`config.mk`:
```
export PLATFORM = sky130hd
export DESIGN_NAME = patmos_wb_ctrl
export DESIGN_NICKNAME = d
export VERILOG_FILES = /design/src/rtl/patmos_wb_ctrl.sv
export SDC_FILE = /design/constraint.sdc
export NUM_CORES = 1
export LEC_CHECK = 0
export CAP_MARGIN = 20
export CORE_MARGIN = 3
export CORE_UTILIZATION = 45
export DETAILED_ROUTE_END_ITERATION = 7
export HOLD_SLACK_MARGIN = 0.02
export PLACE_DENSITY_LB_ADDON = 0.15
export SLEW_MARGIN = 20
export SYNTH_ARGS = -nofsm -noshare
export SYNTH_HDL_FRONTEND = slang
export SYNTH_SLANG_ARGS = --single-unit
```
`constraint.sdc`:
```
create_clock -name wb_clk_i -period 2.8 [get_ports wb_clk_i]
set_clock_uncertainty 0.05 [all_clocks]
set_input_delay 0.84 -clock wb_clk_i [delete_from_list [all_inputs] [get_ports wb_clk_i]]
set_output_delay 0.84 -clock wb_clk_i [all_outputs]
set_load 0.01 [all_outputs]
```
`src/rtl/patmos_wb_ctrl.sv`:
```
// Wishbone B4 classic slave register bank for the Patmos core: boot address,
// stall/reset control and write ports for the odd/even boot-memory banks.
module patmos_wb_ctrl #(
  parameter logic [31:0] BASE_ADDR   = 32'h3000_0000,
  parameter int          BMEM_ADDR_W = 16
) (
  input  logic                   wb_clk_i,
  input  logic                   wb_rst_i,
  input  logic                   wbs_cyc_i,
  input  logic                   wbs_stb_i,
  input  logic                   wbs_we_i,
  input  logic [3:0]             wbs_sel_i,
  input  logic [31:0]            wbs_adr_i,
  input  logic [31:0]            wbs_dat_i,
  output logic                   wbs_ack_o,
  output logic [31:0]            wbs_dat_o,
  output logic [31:0]            boot_addr_o,
  output logic                   core_stall_o,
  output logic                   core_reset_o,
  output logic [31:0]            bmem_odd_data_o,
  output logic [BMEM_ADDR_W-1:0] bmem_odd_addr_o,
  output logic                   bmem_odd_en_o,
  output logic [31:0]            bmem_even_data_o,
  output logic [BMEM_ADDR_W-1:0] bmem_even_addr_o,
  output logic                   bmem_even_en_o
);

  localparam logic [5:0] W_BOOT_ADDR = 6'h00;
  localparam logic [5:0] W_STALL     = 6'h01;
  localparam logic [5:0] W_RESET     = 6'h02;
  localparam logic [5:0] W_ODD_DATA  = 6'h03;
  localparam logic [5:0] W_ODD_ADDR  = 6'h04;
  localparam logic [5:0] W_ODD_EN    = 6'h05;
  localparam logic [5:0] W_EVEN_DATA = 6'h06;
  localparam logic [5:0] W_EVEN_ADDR = 6'h07;
  localparam logic [5:0] W_EVEN_EN   = 6'h08;

  logic                   sel_hit;
  logic                   access;
  logic                   served;
  logic [5:0]             word;
  logic                   adr_unused;
  logic [31:0]            read_val;

  logic [31:0]            boot_addr;
  logic                   stall;
  logic                   core_reset;
  logic [31:0]            odd_data;
  logic [BMEM_ADDR_W-1:0] odd_addr;
  logic                   odd_en;
  logic [31:0]            even_data;
  logic [BMEM_ADDR_W-1:0] even_addr;
  logic                   even_en;

  logic [31:0]            m_boot_addr;
  logic [31:0]            m_stall;
  logic [31:0]            m_reset;
  logic [31:0]            m_odd_data;
  logic [31:0]            m_odd_addr;
  logic [31:0]            m_odd_en;
  logic [31:0]            m_even_data;
  logic [31:0]            m_even_addr;
  logic [31:0]            m_even_en;

  // Byte-lane merge: selected lanes take write data, others keep the current value.
  function automatic logic [31:0] lane_merge(input logic [31:0] cur,
                                             input logic [31:0] wr,
                                             input logic [3:0]  sel);
    logic [31:0] res;
    for (int b = 0; b < 4; b++) begin
      res[b*8 +: 8] = sel[b] ? wr[b*8 +: 8] : cur[b*8 +: 8];
    end
    return res;
  endfunction

  assign sel_hit    = wbs_cyc_i & wbs_stb_i & (wbs_adr_i[31:8] == BASE_ADDR[31:8]);
  // served stops a strobe held high across several cycles from being acked twice.
  assign access     = sel_hit & ~wbs_ack_o & ~served;
  assign word       = wbs_adr_i[7:2];
  assign adr_unused = ^wbs_adr_i[1:0];

  assign m_boot_addr = lane_merge(boot_addr,       wbs_dat_i, wbs_sel_i);
  assign m_stall     = lane_merge(32'(stall),      wbs_dat_i, wbs_sel_i);
  assign m_reset     = lane_merge(32'(core_reset), wbs_dat_i, wbs_sel_i);
  assign m_odd_data  = lane_merge(odd_data,        wbs_dat_i, wbs_sel_i);
  assign m_odd_addr  = lane_merge(32'(odd_addr),   wbs_dat_i, wbs_sel_i);
  assign m_odd_en    = lane_merge(32'(odd_en),     wbs_dat_i, wbs_sel_i);
  assign m_even_data = lane_merge(even_data,       wbs_dat_i, wbs_sel_i);
  assign m_even_addr = lane_merge(32'(even_addr),  wbs_dat_i, wbs_sel_i);
  assign m_even_en   = lane_merge(32'(even_en),    wbs_dat_i, wbs_sel_i);

  always_comb begin
    read_val = 32'h0;
    case (word)
      W_BOOT_ADDR: read_val = boot_addr;
      W_STALL:     read_val = 32'(stall);
      W_RESET:     read_val = 32'(core_reset);
      W_ODD_DATA:  read_val = odd_data;
      W_ODD_ADDR:  read_val = 32'(odd_addr);
      W_ODD_EN:    read_val = 32'(odd_en);
      W_EVEN_DATA: read_val = even_data;
      W_EVEN_ADDR: read_val = 32'(even_addr);
      W_EVEN_EN:   read_val = 32'(even_en);
      default:     read_val = 32'h0;
    endcase
  end

  always_ff @(posedge wb_clk_i) begin
    if (wb_rst_i) begin
      wbs_ack_o  <= 1'b0;
      wbs_dat_o  <= 32'h0;
      served     <= 1'b0;
      boot_addr  <= 32'h0;
      stall      <= 1'b0;
      core_reset <= 1'b1;
      odd_data   <= 32'h0;
      odd_addr   <= '0;
      odd_en     <= 1'b0;
      even_data  <= 32'h0;
      even_addr  <= '0;
      even_en    <= 1'b0;
    end else begin
      wbs_ack_o <= access;
      served    <= sel_hit & (served | access);
      wbs_dat_o <= 32'h0;
      if (access) begin
        if (wbs_we_i) begin
          case (word)
            W_BOOT_ADDR: boot_addr  <= m_boot_addr;
            W_STALL:     stall      <= m_stall[0];
            W_RESET:     core_reset <= m_reset[0];
            W_ODD_DATA:  odd_data   <= m_odd_data;
            W_ODD_ADDR:  odd_addr   <= m_odd_addr[BMEM_ADDR_W-1:0];
            W_ODD_EN:    odd_en     <= m_odd_en[0];
            W_EVEN_DATA: even_data  <= m_even_data;
            W_EVEN_ADDR: even_addr  <= m_even_addr[BMEM_ADDR_W-1:0];
            W_EVEN_EN:   even_en    <= m_even_en[0];
            default: ;
          endcase
        end else begin
          wbs_dat_o <= read_val;
        end
      end
    end
  end

  assign boot_addr_o      = boot_addr;
  assign core_stall_o     = stall;
  assign core_reset_o     = core_reset;
  assign bmem_odd_data_o  = odd_data;
  assign bmem_odd_addr_o  = odd_addr;
  assign bmem_odd_en_o    = odd_en;
  assign bmem_even_data_o = even_data;
  assign bmem_even_addr_o = even_addr;
  assign bmem_even_en_o   = even_en;

endmodule

```
; ---- Yosys cells after proc, flatten, opt, wreduce, memory -nomap -nowiden
; Index checks and enable logic that the tools add are counted.
[word_totals]
output_inout_bits = 165
in_bits = 73
regBits = 166
wordCells = 64
[op_classes]
muxes = 1
eq_ne = 9
n_bitwise = 9
reduce_logical = 22
[ops]
columns = operator, count
row1 = 32-bit case mux with 9 select lines, 1
row2 = 4-bit AND reduction, 20
row3 = 24-bit by 22-bit == test with 1-bit output (second input constant), 1
row4 = 6-bit by 3-bit == test with 1-bit output (second input constant), 4
row5 = 6-bit by 2-bit == test with 1-bit output (second input constant), 2
row6 = 6-bit by 1-bit == test with 1-bit output (second input constant), 1
row7 = 6-bit by 4-bit == test with 1-bit output (second input constant), 1
row8 = 6-bit zero test, 1
row9 = 1-bit bitwise AND, 5
row10 = 1-bit inverter, 3
row11 = 3-bit OR reduction, 1
row12 = 1-bit OR, 1

; ---- Longest topological paths before layout
; Gate-level depths: netlist (run 1).
[logic_depth]
word_depth = 6
ltp_mapped = 7
mapped_depth_nobuf = 5

; ---- Worst setup path before layout (run 1)
; No wires, ideal clock.
[synth_path]
path_type = input to register
startpoint = input port wbs_adr_i[13]
endpoint = register odd_addr[7], in the netlist bmem_odd_addr_o[7]
stages = 6
t_required_ns = 2.622
setup_time_ns = 0.128
slack_ns = 0.191
arrival_ns = 2.431
n_path_buf = 1
cell_sequence = nor4_1 -> nand4_1 -> buf_4 -> nor4_4 -> mux2i_1 -> nor2_1
[synth_via]
elab_chain_cells = 5
[synth_lines]
columns = element, line
row1 = "start, declared", 13  ; input logic [31:0] wbs_adr_i,
row2 = 24-bit by 22-bit == test with 1-bit output, 76  ; assign sel_hit = wbs_cyc_i & wbs_stb_i & (wbs_adr_i[31:8] == BASE_ADDR[31:8]);
row3 = 1-bit bitwise AND, 76
row4 = 1-bit bitwise AND (2 in a row), 78  ; assign access = sel_hit & ~wbs_ack_o & ~served;
row5 = 4-bit AND reduction (no source line), --
row6 = "end signal, assigned", 133  ; W_ODD_ADDR: odd_addr <= m_odd_addr[BMEM_ADDR_W-1:0];
row7 = "end, declared", 49  ; logic [BMEM_ADDR_W-1:0] odd_addr;
; No other way between the ends.
; A chain may end at the register's enable or synchronous reset.

; ---- Worst setup path after layout (run 1)
[layout_path]
startpoint = input port wbs_adr_i[7]
endpoint = register odd_data[13], in the netlist bmem_odd_data_o[13]
[layout_via]
elab_chain_cells = 2
[layout_lines]
columns = element, line
row1 = 6-bit by 2-bit == test with 1-bit output, 128  ; case (word)
row2 = 4-bit AND reduction (no source line), --
row3 = "end signal, assigned", 132  ; W_ODD_DATA: odd_data <= m_odd_data;
row4 = "end, declared", 48  ; logic [31:0] odd_data;
; No other way between the ends.

==> results.tsv, run 1 <==
stage	metric	value	unit
timing	layout_min_cycle_time	2.674	ns
worst_setup_path	ff2ff_path_depth	7	
floorplan	die_w	126.9	um
worst_setup_path	crit_buf_inv	3	
timing	max_slew_margin	58.04	%
power	power	5140	uW
logic_synthesis	synth_edf_count	0	
worst_setup_path	worst-r2r-setup-slack	0.90	ns
power	pwr-share-comb	4.5	%
worst_setup_path	cp.required	3.03	ns
place	io_buffers	235	
logic_synthesis	synthFlopType	dfxtp_1	
finish	num_antenna_cells	0	
power	internal_power	4110	uW
logic_synthesis	synth.area.mux_share	19.93	%
global_route	grt_first_pass_wirelength	32.29	mm
logic_synthesis	yosys.area_share.simple	18.56	%
logic_synthesis	yosysWarningCount	0	
timing	hold_violations	0	
logic_synthesis	async_flop_share	0	%
timing	drv_slew	0	
logic_synthesis	syn-cell-area	0.006579	mm^2
floorplan	die_y	126.9	um
worst_setup_path	worstPathCellList	clkdlybuf4s50_1 > nor4_2 > nand3_2 > buf_4 > nor4_4 > buf_12 > mux2i_1 > nor2_1	
floorplan	dieArea	0.01611	mm^2
global_route	overflow	0	
clock_tree	cts.sinks	166	
min_path	min_to	wbs_dat_o[13]	
global_route	antenna_found_initial	0	
drt	drt_iter0_drc	570	
drt	drc	0	
drt	ant_nets	0	
clock_tree	clockRootBuffer	clkbuf_16	
worst_setup_path	startpoint_type	primary input	
worst_setup_path	endpoint_kind	flop	
job	cap_violations	0	
drt	post_drt_wl_per_cell	18.83	um
clock_tree	tritoncts	done	
place	hpwl	14.13	mm
power	p_switching	1030	uW
timing	tightestPinTransition	0.6293	ns
drt	first_pass_iters	6	
clock_tree	cts.clk_slew.worst_paths	0.06	ns
logic_synthesis	synth_seq_cells	166	
finish	n_fill_cell	1010	
timing	max_freq	374.0	MHz
worst_setup_path	worstReg2RegStart	wbs_ack_o	
finish	syn_to_final_growth	57.28	%
outcome	status	finished, final reports clean	
logic_synthesis	yosys.cell_types.count	39	
min_path	holdPathStages	2	
power	total_leakage_power	0.003514	uW
clock_tree	cts_made_buffers	17	
finish	drive_gt1_share	12.03	%
worst_setup_path	critPathSlowestCell	clkdlybuf4s50_1	
power	p_sw_share	20.03	%
power	peakVddDrop	0.0004248	V
global_route	grt_max_degree	133	
power	p_clk_share	49.6	%
drt	vias	5970	
worst_setup_path	worstReg2RegEnd	bmem_odd_addr_o[11]	
drt	via_per_inst	5.538	
worst_setup_path	cpPeakStageDelay	0.53	ns
logic_synthesis	synth_compound_area_share	8.501	%
place	place.gp.congestion	0.8339	
logic_synthesis	avgSynthCellArea	10.63	um^2
timing	timing.final.crit_share	95.49	%
logic_synthesis	ys_seq_area_share	50.51	%
logic_synthesis	synth_top_family_by_area	multiplexers	
worst_setup_path	worst-setup-path-type	in -> reg	
timing	setup_viol	0	
worst_setup_path	worst_ep_arrival_time	2.91	ns
floorplan	start_util	46.67	%
global_route	grt_usage	25.27	%
logic_synthesis	synth_adder_area_share	0	%
timing	grt_setup_unrepaired	false	
global_route	grt_pass1_vias	5904	
floorplan	core_area	0.01410	mm^2
floorplan	row_count	43	
finish	fin_util	73.41	%
clock_tree	clk_latency	0.42	ns
timing	setup_tns	0	ns
power	pwr-share-seq	45.9	%
min_path	hold_path.class	reg -> reg	
clock_tree	cts-htree-levels	4	
min_path	hp-start	boot_addr_o[13]	
worst_setup_path	worstPathMaxFanout	8	
logic_synthesis	synth-xor-area-share	0	%
logic_synthesis	synthCells	619	
logic_synthesis	synth_fp_nets	692	
finish	nets	959	
power	power.density	496.7	mW/mm^2
worst_setup_path	crit_family	simple AND/OR/NAND/NOR gates	
clock_tree	clockBufferDepth	2	
drt	wl	20.30	mm
floorplan	io_pins	238	
==> timing repair <==
item | 4_1_cts | 5_1_grt
gates resized for setup | 0 | 1
setup buffers | 0 | 1
setup endpoints to repair | 0 | 2
hold buffers | 0 | 0
==> logic make-up (layout without fill, tap and decap cells) <==
group                  after synthesis  after routing
AND/OR/NAND/NOR                    213            213
flip-flops                         166            166
multiplexers                       131            131
AO/OA/AOI/OAI                       69             69
buffers and inverters               40            319
==> power groups by stage <==
stage          registers [uW]  logic [uW]  clock network [uW]
6_report                 2360         230                2550
5_1_grt                  2360         245                2700
4_1_cts                  2360         229                2590
3_5_place_dp             2410         227                   0
3_3_place_gp             2410         221                   0
2_1_floorplan            2410        63.4                   0
==> worst max-delay path by stage <==
stage | startpoint | to | slack (ns) | cells after the start
final | wbs_adr_i[7] | bmem_odd_data_o[13] | 0.13 | 8
after detailed placement | wbs_adr_i[7] | bmem_odd_data_o[6] | -0.31 | 7
after CTS | wbs_adr_i[7] | bmem_odd_data_o[13] | 0.08 | 7
after global routing | wbs_adr_i[8] | wbs_dat_o[8] | 0.04 | 8
after global placement | wbs_adr_i[7] | bmem_odd_data_o[9] | -0.23 | 7
after floorplan | wbs_adr_i[13] | bmem_odd_addr_o[7] | 0.19 | 6
==> layout by cell type, fill, tap and decap left out, types with 2 or more instances in the layout <==
cell	n
clkdlybuf4s50_1	234
dfxtp_1	166
nor2_1	151
mux2i_1	131
a222oi_1	31
buf_4	30
buf_12	23
a22oi_1	17
clkbuf_16	17
nor4_4	16
a21oi_1	13
nand2_1	11
nor4_1	5
bufinv_16	5
nor3_1	3
a31oi_1	3
clkinvlp_4	3
nand3_2	2
nor4bb_1	2
nand4_1	2
and2_1	2
nor2b_1	2
nor3b_1	2
nand3b_1	2
clkbuf_8	2
inv_6	2
==> registers in the layout, indices dropped and copies added, names as in the netlist, 16 cells and up <==
name              count
bmem_odd_addr_o      16
boot_addr_o          32
bmem_even_addr_o     16
bmem_even_data_o     32
bmem_odd_data_o      32
wbs_dat_o            32
==> worst register-to-register path: stages, from the launching register on <==
cell,delay [ns]
dfxtp_1,0.34
nor3b_2,0.30
nand2_1,0.15
buf_12,0.16
nor4_4,0.30
buf_12,0.18
mux2i_1,0.22
nor2_1,0.06
==> per-layer routing <==
metal / wire length (um) / vias to the layer above / global-route usage [%]
li1: - / 2786 / -
met1: 8445 / 2894 / 31.92
met2: 9684 / 257 / 41.00
met3: 1857 / 33 / 8.084
met4: 314 / 0 / 8.391
met5: 0 / - / 0
==> synth_stat cells, types with 3 or more instances <==
master,count,area [um^2]
nor3_1,4,20.02
clkbuf_1,34,127.6
a222oi_1,31,310.3
nor4_4,16,340.3
nor2_1,152,570.6
a21oi_1,13,65.06
nand2_1,11,41.29
mux2i_1,131,1311
a22oi_1,17,127.6
dfxtp_1,166,3323
a31oi_1,3,18.77
nor4_1,5,31.28
==> layout make-up <==
| cell class | count | area [um^2] | share of cell area [%] |
|---|---|---|---|
| Multi-Input combinational cell | 413 | 3115 | 30.11 |
| Inverter | 1 | 3.754 | 0.03628 |
| Clock inverter | 11 | 195.2 | 1.886 |
| Clock buffer | 20 | 456.7 | 4.414 |
| Timing Repair Buffer | 287 | 3028 | 29.26 |
| Sequential cell | 166 | 3323 | 32.12 |
| Tap cell | 180 | 225.2 | 2.177 |
==> metrics by stage <==
| step | worst slack, ns | cells | cell area (um^2) | hold slack (ns) |
|---|---|---|---|---|
| 2_1_floorplan | 0.1914 | 619 | 6579 | 0.4126 |
| 3_3_place_gp | -0.2347 | 1046 | 9682 | 0.4228 |
| 3_5_place_dp | -0.3082 | 1046 | 9682 | 0.4322 |
| 4_1_cts | 0.08451 | 1077 | 10330 | 0.4668 |
| 5_1_grt | 0.03773 | 1078 | 10350 | 0.4790 |
| 6_report | 0.1263 | 1078 | 10350 | 0.4567 |
Note: power is estimated with default switching activity, not from simulation.
==> run 2, diff against run 1 <==
--- a/config.mk
+++ b/config.mk
@@ -5,6 +5,7 @@
 export SDC_FILE = /design/constraint.sdc
 export NUM_CORES = 1
 export LEC_CHECK = 0
+export ABC_AREA = 0
 export CAP_MARGIN = 20
 export CORE_MARGIN = 3
 export CORE_UTILIZATION = 45
==> results of run 2 <==
No change in the layout: final DEF, timing and power equal those of run 1.
